**src/rtl/dmem_access.sv**
```systemverilog
// MEM-stage data-memory access unit: issues one aligned load/store per op on a
// req/ack data bus, stalls the pipeline meanwhile, and extends load results.
module dmem_access (
  input  logic        cpu_clk_75M,
  input  logic        cpu_rst_n,
  input  logic [7:0]  mem_aluop,
  input  logic [31:0] mem_mem_addr,
  input  logic [31:0] mem_reg2,
  input  logic        flush,
  output logic        dbus_req,
  output logic        dbus_we,
  output logic [31:0] dbus_addr,
  output logic [3:0]  dbus_be,
  output logic [31:0] dbus_wdata,
  input  logic        dbus_ack,
  input  logic [31:0] dbus_rdata,
  output logic [31:0] load_data,
  output logic        stallreq_mem,
  output logic        exc_adel,
  output logic        exc_ades
);

  localparam int unsigned XLEN = 32;
  localparam int unsigned OP_W = 8;

  localparam logic [OP_W-1:0] OP_LB  = 8'b1110_0000;
  localparam logic [OP_W-1:0] OP_LH  = 8'b1110_0001;
  localparam logic [OP_W-1:0] OP_LW  = 8'b1110_0011;
  localparam logic [OP_W-1:0] OP_LBU = 8'b1110_0100;
  localparam logic [OP_W-1:0] OP_LHU = 8'b1110_0101;
  localparam logic [OP_W-1:0] OP_SB  = 8'b1110_1000;
  localparam logic [OP_W-1:0] OP_SH  = 8'b1110_1001;
  localparam logic [OP_W-1:0] OP_SW  = 8'b1110_1011;

  typedef enum logic [1:0] {S_IDLE, S_BUSY, S_DONE, S_DRAIN} state_e;

  state_e          state_q, state_d;
  logic            req_q, req_d;
  logic            we_q, we_d;
  logic [XLEN-1:0] addr_q, addr_d;
  logic [3:0]      be_q, be_d;
  logic [XLEN-1:0] wdata_q, wdata_d;
  logic [XLEN-1:0] load_data_q, load_data_d;
  logic [OP_W-1:0] op_q, op_d;
  logic [1:0]      off_q, off_d;
  logic            ld_q, ld_d;

  logic            is_load, is_store, aligned, op_ok;
  logic [3:0]      be_iss;
  logic [XLEN-1:0] wdata_iss;

  // Sign/zero extension of the addressed lane of a returned read word.
  function automatic logic [XLEN-1:0] extract(input logic [OP_W-1:0] op,
                                               input logic [1:0] off,
                                               input logic [XLEN-1:0] rdata);
    logic [XLEN-1:0] sh;
    logic [7:0]      b;
    logic [15:0]     h;
    sh = rdata >> {off, 3'b000};
    b  = sh[7:0];
    h  = off[1] ? rdata[31:16] : rdata[15:0];
    case (op)
      OP_LB:   extract = {{24{b[7]}}, b};
      OP_LBU:  extract = {24'h0, b};
      OP_LH:   extract = {{16{h[15]}}, h};
      OP_LHU:  extract = {16'h0, h};
      default: extract = rdata;
    endcase
  endfunction

  // Operation decode, alignment check and store lane steering.
  always_comb begin
    is_load   = 1'b0;
    is_store  = 1'b0;
    aligned   = 1'b1;
    be_iss    = 4'b1111;
    wdata_iss = '0;
    case (mem_aluop)
      OP_LB, OP_LBU: begin
        is_load = 1'b1;
        be_iss  = 4'b0001 << mem_mem_addr[1:0];
      end
      OP_LH, OP_LHU: begin
        is_load = 1'b1;
        aligned = ~mem_mem_addr[0];
        be_iss  = mem_mem_addr[1] ? 4'b1100 : 4'b0011;
      end
      OP_LW: begin
        is_load = 1'b1;
        aligned = (mem_mem_addr[1:0] == 2'b00);
      end
      OP_SB: begin
        is_store  = 1'b1;
        be_iss    = 4'b0001 << mem_mem_addr[1:0];
        wdata_iss = {4{mem_reg2[7:0]}};
      end
      OP_SH: begin
        is_store  = 1'b1;
        aligned   = ~mem_mem_addr[0];
        be_iss    = mem_mem_addr[1] ? 4'b1100 : 4'b0011;
        wdata_iss = {2{mem_reg2[15:0]}};
      end
      OP_SW: begin
        is_store  = 1'b1;
        aligned   = (mem_mem_addr[1:0] == 2'b00);
        wdata_iss = mem_reg2;
      end
      default: ;
    endcase
    exc_adel = is_load & ~aligned;
    exc_ades = is_store & ~aligned;
    op_ok    = (is_load | is_store) & aligned;
  end

  // Next-state and stall logic.
  always_comb begin
    state_d      = state_q;
    req_d        = req_q;
    we_d         = we_q;
    addr_d       = addr_q;
    be_d         = be_q;
    wdata_d      = wdata_q;
    load_data_d  = load_data_q;
    op_d         = op_q;
    off_d        = off_q;
    ld_d         = ld_q;
    stallreq_mem = 1'b0;
    case (state_q)
      S_IDLE: begin
        if (op_ok && !flush) begin
          stallreq_mem = 1'b1;
          state_d      = S_BUSY;
          req_d        = 1'b1;
          we_d         = is_store;
          addr_d       = {mem_mem_addr[31:2], 2'b00};
          be_d         = be_iss;
          wdata_d      = wdata_iss;
          op_d         = mem_aluop;
          off_d        = mem_mem_addr[1:0];
          ld_d         = is_load;
        end
      end
      S_BUSY: begin
        stallreq_mem = 1'b1;
        if (dbus_ack) begin
          state_d = S_DONE;
          req_d   = 1'b0;
          if (ld_q) load_data_d = extract(op_q, off_q, dbus_rdata);
        end else if (flush) begin
          state_d = S_DRAIN;
        end
      end
      S_DONE: state_d = S_IDLE;
      S_DRAIN: begin
        // The flushed access completes silently; a younger op waits for IDLE.
        stallreq_mem = op_ok & ~flush;
        if (dbus_ack) begin
          state_d = S_IDLE;
          req_d   = 1'b0;
        end
      end
      default: state_d = S_IDLE;
    endcase
  end

  always_ff @(posedge cpu_clk_75M or negedge cpu_rst_n) begin
    if (!cpu_rst_n) begin
      state_q     <= S_IDLE;
      req_q       <= 1'b0;
      we_q        <= 1'b0;
      addr_q      <= '0;
      be_q        <= '0;
      wdata_q     <= '0;
      load_data_q <= '0;
      op_q        <= '0;
      off_q       <= '0;
      ld_q        <= 1'b0;
    end else begin
      state_q     <= state_d;
      req_q       <= req_d;
      we_q        <= we_d;
      addr_q      <= addr_d;
      be_q        <= be_d;
      wdata_q     <= wdata_d;
      load_data_q <= load_data_d;
      op_q        <= op_d;
      off_q       <= off_d;
      ld_q        <= ld_d;
    end
  end

  assign dbus_req   = req_q;
  assign dbus_we    = we_q;
  assign dbus_addr  = addr_q;
  assign dbus_be    = be_q;
  assign dbus_wdata = wdata_q;
  assign load_data  = load_data_q;

endmodule

```
**config.mk**
```make
export PLATFORM = sky130hd
export DESIGN_NAME = dmem_access
export DESIGN_NICKNAME = d
export VERILOG_FILES = /design/src/rtl/dmem_access.sv
export SDC_FILE = /design/constraint.sdc
export NUM_CORES = 1
export LEC_CHECK = 0
export CAP_MARGIN = 0
export CORE_UTILIZATION = 48
export CTS_BUF_LIST = sky130_fd_sc_hd__clkbuf_4 sky130_fd_sc_hd__clkbuf_8 sky130_fd_sc_hd__clkbuf_16
export CTS_CLUSTER_DIAMETER = 120
export DETAILED_ROUTE_END_ITERATION = 10
export PLACE_DENSITY_LB_ADDON = 0.3
export RECOVER_POWER = 100
export SLEW_MARGIN = 20
export SYNTH_ARGS = -nofsm -noshare
export SYNTH_HDL_FRONTEND = slang
export SYNTH_SLANG_ARGS = --single-unit
export TNS_END_PERCENT = 10
```
**constraint.sdc**
```tcl
create_clock -name cpu_clk_75M -period 5.2 [get_ports cpu_clk_75M]
set_input_delay 1.04 -clock cpu_clk_75M [delete_from_list [all_inputs] [get_ports cpu_clk_75M]]
set_output_delay 1.04 -clock cpu_clk_75M [all_outputs]
set_load 0.03 [all_outputs]
```
==> impl_summary.md <==
Timing
Setup violations remaining at the end of the flow were counted as 0. In the final timing run, aggregate negative setup slack is 0 ns. The share of the cycle needed by the critical path after routing is 86.4%. The final critical-path required period is between 4 and 5 ns. At the pin with the least slew margin, the transition time is 3.55 ns. The final setup slack of the worst path is approximately 0.71 ns. The number of max-slew violations in the final report came to 68.

The maximum achievable frequency is 0.223 GHz. The count of final hold-check violations is 0. Across all hold checks on the routed design, the worst slack comes to 0.469 ns. In this run the tightest slew margin relative to its limit is -137%. The final clock skew is 0.00788 ns. Setup repair after global routing left no endpoint under its margin.

Global routing
The residual overflow from global routing is 0. The initial antenna violation count is 0. Global routing used about a quarter of the available tracks. The number of global-route vias before repair is 4803. The maximum number of pins on one net before global-route repair is 68.

The global-route wire length before repair is 24.7 mm.

Power and ir drop
Dividing total power by cell area gives a power density of 339 nW/um^2. The fraction of power consumed by the clock network is between 40% and 50%. The net switching power figure is between 0.7 and 0.8 mW. Internal power comes to 2.01 mW. The leakage power total is 4.01 nW. The share of power burned in registers is 37.0%. The peak supply drop is 0.000261 V. In this run switching power makes up between 20 and 30% of total power.

The proportion of power drawn by combinational gates is between 20 and 25%. The total design power is 2.78 mW.

Clock tree
The later pin in the worst-skew pair is clocked with a latency of 0.41 ns. After clock tree synthesis, the clock-pin slew on the worst setup and hold paths is around 0.050 ns. The number of resized instances in the post-cts repair step is 0. The cell at the root of the clock tree is sky130_fd_sc_hd__clkbuf_16. The number of H-tree levels is 4. The longest clock path from root to sink contains 2 buffers. The post-CTS setup repair buffer count is 0. The number of clock buffers inserted by TritonCTS is 17. The clock sink count is approximately 110.

TritonCTS built the clock tree. Buffers inserted to repair hold after CTS numbered 0.

Die
The area of the core is 11500 um^2. The cell row count is 39. For this design the top-level I/O count stands at 213. The die outline area is 12300 um^2. For this configuration, the core starts out at a cell density of 49.6%. The chip width is 111 um.

The height of the die is 111 um.

Routing
The routed length per placed instance is roughly 18 um. Summed over all layers, the routed wires come to 15.2 mm. The detailed router placed 4729 vias in this run. The DRC violations left is 24. The iteration count of the initial detailed-routing pass is 7. For this block, the initial DRC count from the detailed router was 359. In this run the remaining antenna-violating nets after routing total 0.

The vias per cell is 5.47.

Synthesis
The Yosys step of the flow raised 0 warnings. After technology mapping, the gate count stands at between 500 and 600. The fraction of synthesized cell area taken by the top area cell type is 49.6%. After synthesis the netlist holds a flip-flop and latch count of between 100 and 150. The sequential share of the synthesized area is just under 50%.

The share of synthesized registers carrying an async set or reset is 100%. The number of enable-type register cells in the synthesized netlist is 0. The per-instance average area after synthesis is 11.2 um^2. The distinct cell type count of the synthesized netlist is between 40 and 50.

The most used flip-flop cell after synthesis is sky130_fd_sc_hd__dfrtp_1. In the post-synthesis netlist, the biggest area contributors are sky130_fd_sc_hd__dfrtp_1 50%, sky130_fd_sc_hd__mux2_4 17%, sky130_fd_sc_hd__nor2_1 3.5%, sky130_fd_sc_hd__nand2_1 3.2%, sky130_fd_sc_hd__mux2_2 3.2%. The synthesized netlist occupies a cell area of around 5700 um^2.

Summed over all instances, the cell type with the most area after synthesis is sky130_fd_sc_hd__dfrtp_1.

Setup path
The worst register-to-register path ends at dbus_wdata[17]$_DFFE_PN0P_. The highest fanout seen on the critical path is 19. Traced cell by cell, the critical path runs through dlygate4sd3_1 > clkinv_1 > buf_4 > o21bai_1 > nor3_1 > maj3_1 > dlygate4sd3_1.

Counting cells, the worst reg-to-reg path comes to 4. The data arrival time of the critical path is 3.45 ns. The slowest stage of the critical path is the sky130_fd_sc_hd__dlygate4sd3_1 cell. The category of the critical setup timing path is input pin to output pin.

The cell seen most often among critical-path stages is sky130_fd_sc_hd__dlygate4sd3_1. The beginning of the worst register-to-register path is state_q[1]$_DFFE_PN0P_. The element type at the critical path end is an output pin. STA puts the critical path data required time at 4.16 ns. STA classifies the critical path startpoint as an input pin. The worst register-to-register path has a setup slack of 2.54 ns. The peak per-stage delay on the critical path is 0.72 ns.

Final layout
The antenna diode count is 0. The finished cells cover between 8000 and 9000 um^2. The share of post-route cells with drive strength above 1 is 8.17%. Compared with the post-synthesis result, the final layout area differs by 43.5%. For this run, the post-layout net count is slightly above 800.

Placed design
The count of buffers added on input and output ports is 210. Detailed placement finished with a half-perimeter wire length of 10.7 mm. Before CTS, the worst setup slack after placement is 0.916 ns.

Summing all placed instances gives a cell area of 7840 um^2. At the end of routability-driven placement, the weighted congestion stood at 0.847.

Run status
The final reports fail on design-rule violations, max-capacitance violations, max-slew violations. The run finished, with violations left.

Hold path
The worst hold path terminates at op_q[7]$_DFFE_PN0P_. The worst hold path belongs to the class register to register. Along the worst hold path, the cell count comes to 1.

In this run the most critical hold path is launched from op_q[7]$_DFFE_PN0P_.

Run
The tool flagged a number of max-cap violations equal to 1.
==> kinds of logic (layout without fill, tap and decap cells) <==
family,Yosys count,after routing,synth area share (%)
buf+inv,51,262,4.56
simple gates,154,154,12.2
compound gates,99,99,11.2
fa+ha+maj,1,1,0.175
flops,113,113,49.6
other cells,1,2,0.0657
mux,91,91,22.2
==> how the worst max path moves through the flow <==
| stage | endpoint | start | slack, ns | depth (start not counted) |
|---|---|---|---|---|
| after CTS | stallreq_mem | mem_aluop[1] | 0.89 | 7 |
| after global routing | load_data[26]$_DFFE_PN0P_ | cpu_rst_n | 0.60 | 2 |
| final | stallreq_mem | mem_aluop[1] | 0.71 | 7 |
| after floorplan | exc_ades | mem_aluop[0] | 1.45 | 5 |
| after global placement | stallreq_mem | mem_aluop[1] | 0.98 | 7 |
| after detailed placement | stallreq_mem | mem_aluop[1] | 0.92 | 7 |
==> synthesized netlist by cell type (all sizes together) (4+ instances only) <==
library cell / n
mux2: 81
dfrtp: 113
nand2b: 6
mux2i: 9
clkbuf: 22
a211oi: 5
a22oi: 16
nor3: 7
nand3: 21
inv: 13
nor2: 53
a21oi: 33
o2bb2ai: 8
nor2b: 4
a221o: 5
buf: 15
nand2: 49
o21ai: 23
==> power groups by stage <==
stage / combinational (mW) / clock, mW / sequential [mW]
6_report: 0.570 / 1.18 / 1.03
3_3_place_gp: 0.635 / 0 / 1.04
4_1_cts: 0.648 / 1.20 / 1.03
3_5_place_dp: 0.645 / 0 / 1.05
2_1_floorplan: 0.221 / 0 / 1.17
5_1_grt: 0.609 / 1.24 / 1.04
==> state kept, by name, indices dropped and copies added (netlist names) <==
signal      cells
state_q         2
ld_q            1
off_q           2
op_q            8
dbus_be         4
dbus_wdata     32
dbus_we         1
load_data      32
dbus_req        1
dbus_addr      30
==> cell usage in the layout (no fill, tap or decap), drive strengths merged, types with 2 or more instances in the layout <==
master	synthesis	layout
a21oi	33	33
nor3	7	7
o2bb2ai	8	8
and4b	2	2
clkdlybuf4s50	0	104
buf	15	5
mux2i	9	9
mux2	81	81
o211ai	2	2
or4b	2	2
nand2b	6	6
o21ai	23	23
nand3	21	21
clkinvlp	0	2
clkbuf	22	24
and2	3	3
inv	13	13
nor2	53	53
nor2b	4	4
dfrtp	113	113
a221o	5	5
a31o	2	2
a211oi	5	5
bufinv	0	3
clkinv	1	6
conb	1	2
dlygate4sd3	0	105
nand2	49	49
a22oi	16	16
==> routing by layer <==
layer	up-vias	share of wire [%]	global-route usage, %
met4	0	1.7	8.38
met2	192	48	40.7
li1	2195	-	-
met5	-	0	0
met3	19	7.3	8.15
met1	2323	43	33.3
==> worst max-delay path: cells and delay by family <==
kind                     cells  cell delay (ns)
AND/OR/NAND/NOR              1             0.08
buffers and inverters        4             1.72
AO/OA/AOI/OAI                1             0.24
adder cells (fa/ha/maj)      1             0.35
==> metrics by stage <==
| stage | cells | utilization (%) |
|---|---|---|
| 2_1_floorplan | 511 | - |
| 3_3_place_gp | 834 | 68.1 |
| 3_5_place_dp | 834 | 68.1 |
| 4_1_cts | 865 | 73.3 |
| 5_1_grt | 865 | 71.1 |
| 6_report | 865 | 71.1 |
==> area by class of cell <==
class                   count  area [um^2]
fillers                   880         3320
well taps                 143          179
clock inverters            10          134
multi-input cells         347         2380
clock buffers              21          474
flip-flops and latches    113         2830
inverters                  14         52.6
repair buffers            217         2140
(Power assumes the default switching activity.)
